<file path="config.mk">
export PLATFORM = sky130hd
export DESIGN_NAME = wsp_sequencer
export DESIGN_NICKNAME = d
export VERILOG_FILES = /design/src/rtl/wsp_sequencer.sv
export SDC_FILE = /design/constraint.sdc
export NUM_CORES = 1
export LEC_CHECK = 0
export ABC_AREA = 1
export BUFFER_PORTS_ARGS = -buffer_cell sky130_fd_sc_hd__buf_2
export CAP_MARGIN = 20
export CORE_MARGIN = 2
export CORE_UTILIZATION = 30
export CTS_CLUSTER_SIZE = 20
export DETAILED_ROUTE_END_ITERATION = 10
export GPL_TIMING_DRIVEN = 0
export SYNTH_ARGS = -nofsm -noshare
export SYNTH_HDL_FRONTEND = slang
export SYNTH_SLANG_ARGS = --single-unit
</file>
<file path="constraint.sdc">
create_clock -name WRCK -period 2.4 [get_ports WRCK]
set_input_delay 0.48 -clock WRCK [delete_from_list [all_inputs] [get_ports WRCK]]
set_output_delay 0.48 -clock WRCK [all_outputs]
set_load 0.02 [all_outputs]
</file>
<file path="src/rtl/wsp_sequencer.sv">
// Command-driven IEEE 1500 WSP controller: turns WIR/DR scan and wrapper-reset commands into
// SelectWIR/CaptureWR/ShiftWR/UpdateWR/WRSTN/WSI activity and gathers WSO into a response word.
module wsp_sequencer #(
    parameter int unsigned MAX_LEN = 20,
    parameter int unsigned LEN_W   = 5,
    parameter int unsigned RST_CYC = 2
) (
    input  logic               WRCK,
    input  logic               WRST,
    input  logic               cmd_valid,
    output logic               cmd_ready,
    input  logic [1:0]         cmd_op,
    input  logic [LEN_W-1:0]   cmd_len,
    input  logic [MAX_LEN-1:0] cmd_data,
    output logic               rsp_valid,
    input  logic               rsp_ready,
    output logic [MAX_LEN-1:0] rsp_data,
    output logic               SelectWIR,
    output logic               CaptureWR,
    output logic               ShiftWR,
    output logic               UpdateWR,
    output logic               WRSTN,
    output logic               WSI,
    input  logic               WSO,
    output logic               busy
);

    typedef enum logic [2:0] {
        StIdle,
        StCapture,
        StShift,
        StUpdate,
        StDone,
        StWreset
    } state_e;

    state_e               state_q, state_d;
    logic [1:0]           op_q, op_d;
    logic [LEN_W-1:0]     len_q, len_d;
    logic [LEN_W-1:0]     cnt_q, cnt_d;
    logic [MAX_LEN-1:0]   data_q, data_d;
    logic [MAX_LEN-1:0]   rsp_q, rsp_d;
    logic [LEN_W-1:0]     eff_len;
    logic                 hs;

    assign hs      = cmd_valid & cmd_ready;
    assign eff_len = (cmd_len > LEN_W'(MAX_LEN)) ? LEN_W'(MAX_LEN) : cmd_len;

    always_ff @(posedge WRCK) begin
        if (WRST) begin
            state_q <= StIdle;
        end else begin
            state_q <= state_d;
        end
    end

    always_comb begin
        state_d = state_q;
        case (state_q)
            StIdle: begin
                if (hs) begin
                    case (cmd_op)
                        2'b00, 2'b01: state_d = StCapture;
                        2'b10:        state_d = StWreset;
                        default:      state_d = StIdle;
                    endcase
                end
            end
            StCapture: state_d = (len_q != '0) ? StShift : StUpdate;
            StShift:   if (cnt_q == len_q - LEN_W'(1)) state_d = StUpdate;
            StUpdate:  state_d = StDone;
            StDone:    if (rsp_ready) state_d = StIdle;
            StWreset:  if (cnt_q == LEN_W'(RST_CYC - 1)) state_d = StIdle;
            default:   state_d = StIdle;
        endcase
    end

    // Outputs are forced to their reset values for every cycle WRST is high, including the
    // first one, so an abort never leaks a strobe to the wrapper.
    always_comb begin
        cmd_ready = 1'b0;
        rsp_valid = 1'b0;
        SelectWIR = 1'b0;
        CaptureWR = 1'b0;
        ShiftWR   = 1'b0;
        UpdateWR  = 1'b0;
        WRSTN     = 1'b0;
        WSI       = 1'b0;
        busy      = 1'b0;
        rsp_data  = '0;
        if (!WRST) begin
            WRSTN    = (state_q != StWreset);
            busy     = (state_q != StIdle);
            rsp_data = rsp_q;
            case (state_q)
                StIdle:    cmd_ready = 1'b1;
                StCapture: begin
                    CaptureWR = 1'b1;
                    SelectWIR = (op_q == 2'b00);
                end
                StShift: begin
                    ShiftWR   = 1'b1;
                    SelectWIR = (op_q == 2'b00);
                    WSI       = data_q[cnt_q];
                end
                StUpdate: begin
                    UpdateWR  = 1'b1;
                    SelectWIR = (op_q == 2'b00);
                end
                StDone:    rsp_valid = 1'b1;
                default:   ;
            endcase
        end
    end

    always_ff @(posedge WRCK) begin
        if (WRST) begin
            op_q   <= '0;
            len_q  <= '0;
            cnt_q  <= '0;
            data_q <= '0;
            rsp_q  <= '0;
        end else begin
            op_q   <= op_d;
            len_q  <= len_d;
            cnt_q  <= cnt_d;
            data_q <= data_d;
            rsp_q  <= rsp_d;
        end
    end

    always_comb begin
        op_d   = op_q;
        len_d  = len_q;
        cnt_d  = cnt_q;
        data_d = data_q;
        rsp_d  = rsp_q;
        if (hs) begin
            op_d   = cmd_op;
            len_d  = eff_len;
            data_d = cmd_data;
            cnt_d  = '0;
            // Only scans produce a response; reset and reserved commands keep the old word.
            if (!cmd_op[1]) begin
                rsp_d = '0;
            end
        end
        case (state_q)
            StCapture: cnt_d = '0;
            StShift: begin
                rsp_d[cnt_q] = WSO;
                cnt_d        = cnt_q + LEN_W'(1);
            end
            StWreset:  cnt_d = cnt_q + LEN_W'(1);
            default:   ;
        endcase
    end

endmodule

</file>
==> impl_metrics.yaml <==
run_status:
  outcome: "finished, final reports clean"
hold_path:
  hold_path_class: "primary input to flop"
  whs_endpoint: "data_q[15]"
  holdPathStages: 3
  min_from: "cmd_data[15]"
setup_path:
  critical-path-slowest-cell: "nor3_4"
  crit_family: "compound AO/OA/AOI/OAI gates"
  crit_path_max_fanout: 10
  cp-start-kind: "flop"
  crit_chain: "buf_6 > nor3_4 > a21boi_1 > o21a_1 > buf_4"
  crit_arrival_ps: 1850
  end_kind: "output port"
  worst_path_largest_cell_delay_ps: 430
  path_buf_inv: 2
  reg2reg_to: "state_q[2]"
  startpoint: "cnt_q[2]"
  required_ps: 1920
  rrSetupSlack_ps: 720
  r2r_cells: 12
  criticalPathCategory: "flop to output port"
  r2r_start: "len_q[0]"
die:
  coreArea_um2: 9684
  die_w_um: 103.5
  floorplan.die_area_um2: 10720
  placementRows: 36
  fp.dieH_um: 103.5
  num_io_pins: 61
  start_util_pct: 30.68
synth:
  yosysTopAreaCellShare_pct: 37.05
  ys_seq_area_share_pct: 37.05
  yosys-top-cells-area: "dfxtp_1 37%, nand2_1 10%, a21oi_1 10%"
  syn_avg_cell_area_um2: 6.769
  synth_area_um2: 2972
  synth_top_cell_by_area: "dfxtp_1"
  synth_cell_type_count: 30
  synth_seq_cells: 55
  syn_nets: 476
  syn_inst: 439
  ys_warn_count: 0
layout:
  n_antenna_cell: 0
  layout-drive-gt1-share_pct: 20.87
  layout_common_cells: "83 x nand2_1, 64 x buf_2, 60 x a21oi_1"
  n_fill_cell: 1058
  nNetsFinal: 544
  syn2layout_area_growth_pct: 22.02
  final-seq-area_um2: 1106
  mostFrequentLayoutCell: "nand2_1"
  multi_input_area_um2: 1535
timing:
  tightestPinTransition_ps: 647.8
  post-route-min-period_ps: 2326
  skew_ps: 8.648
  fmax_mhz: 430.0
  setup_viol: 0
  finalHoldViolations: 0
  timing.setup.tns_ps: 0
  whs_ps: 394.0
  timing.final.crit_share_pct: 96.90
  finalWorstSetupSlack_ps: 74.38
  slew_headroom_pct: 56.81
  rsz0062_at_grt: "true"
  drv_slew: 0
grt:
  grt.met2_usage_pct: 27.11
  grt_start_max_net_pins: 18
  grt.overflow.total: 0
  busiest_layer: "met2"
  grt_pass1_wl_mm: 13.90
  grt_usage_pct: 15.80
  met1_usage_pct: 20.24
  grt_pass1_vias: 2908
  antenna_found_initial: 0
  use_met3_pct: 3.021
routing:
  ant_nets: 0
  wirelength_mm: 8.197
  first_pass_iters: 4
  drc: 0
  drt_iter0_drc: 147
  via_count: 3020
  avgViaCountPerCell: 4.711
  wire_per_inst_um: 12.79
clock_network:
  cts_tree: "yes"
  cts_buffer_depth: 2
  cts_buffers: 5
  clk_latency_ps: 320
  hold_buffers: 0
  clkTransAtPathRegs_ps: 100
  htreeDepth: 2
  cts_sinks: 55
  clk_root_buffer_cell: "clkbuf_8"
placed_design:
  gp_congestion: 0.8627
  portBuffers: 58
  dp_slack_ps: 20.98
  dp_hpwl_mm: 6.137
flow_run:
  maxCapViolations: 0
power_and_ir_drop:
  total_power_mw: 2.708
  p_leak_nw: 1.455
  power_density_nw_per_um2: 746.8
  ir_worst_vdd_v: 0.0003954
==> cell families (layout without fill, tap and decap cells) <==
kind of cell / after synthesis / count (layout) / synth area share, %
AOI/OAI and AO/OA: 96 / 96 / 17.05
xor gates and xnor gates: 3 / 3 / 0.8844
buffers and inverters: 85 / 154 / 12.13
DFF: 55 / 55 / 37.05
adders and majority gates: 5 / 5 / 2.105
and+or+nand+nor: 195 / 195 / 30.78
==> registers in the layout (all words and copies together) (netlist names) <==
| register | count |
|---|---|
| data_q | 20 |
| len_q | 5 |
| rsp_q | 20 |
| op_q | 2 |
| cnt_q | 5 |
| state_q | 3 |
==> Yosys cell counts <==
master     n
buf_6      4
o21ai_0   26
nor2_4     5
a21boi_0   1
ha_1       5
a211oi_1   1
o31ai_1    4
a31oi_1    1
buf_2      9
o21a_1     1
nand3b_1   1
xor2_1     2
nor4_1     1
nand2_2    2
nor3_1     3
dfxtp_1   55
nand3_2    2
nand4_1    3
a22oi_2    1
nor2_1    36
nand2_1   83
nor3_4     1
clkbuf_1  11
xnor2_1    1
inv_2      3
o21ai_1    1
a21oi_1   60
nor3_2     5
inv_1     58
nand3_1   53
==> worst min-delay path, stage by stage <==
cell     delay (ps)
buf_2           100
nand2_1          50
a21oi_1          50
==> power breakdown <==
| part | total [mW] | internal, mW | switching (mW) | leakage (nW) |
|---|---|---|---|---|
| clock | 0.662 | 0.344 | 0.319 | 0.0618 |
| sequential | 1.09 | 1.02 | 0.0709 | 0.448 |
| combinational | 0.958 | 0.327 | 0.632 | 0.946 |
==> through the flow <==
step | area, um^2 | utilization [%] | std cells
final | 3626 | 37.44 | 641
after global routing | 3626 | 37.44 | 641
after CTS | 3561 | 36.77 | 638
after detailed placement | 3428 | 35.40 | 630
after global placement | 3428 | 35.40 | 630
after floorplan | 2972 | - | 439
==> worst max path at each step <==
stage / endpoint / slack, ps / cells past startpoint
4_1_cts: SelectWIR / 10 / 6
5_1_grt: WSI / -30 / 9
3_5_place_dp: SelectWIR / 20 / 6
2_1_floorplan: SelectWIR / 180 / 5
3_3_place_gp: SelectWIR / 40 / 6
6_report: WSI / 70 / 5
==> per-layer routing <==
layer	share of wire [%]	wire, um
met5	0	0
met4	0.95	78
met3	5.4	441
met2	47	3822
met1	47	3855
==> final cells by class <==
class                   count  area share, %
clock inverters             2          1.070
plain buffers              23          3.899
multi-input cells         299          42.34
repair buffers             62          8.903
inverters                  61          6.418
clock buffers               6          2.277
flip-flops and latches     55          30.50
well taps                 133          4.589
==> what timing repair did <==
| action | 4_1_cts | 5_1_grt |
|---|---|---|
| pin swaps | 0 | 2 |
| gates cloned | 0 | 0 |
| setup endpoints to repair | 1 | 3 |
| gates resized for setup | 5 | 11 |
| buffers inserted | 0 | 4 |
(Power assumes the default switching activity.)
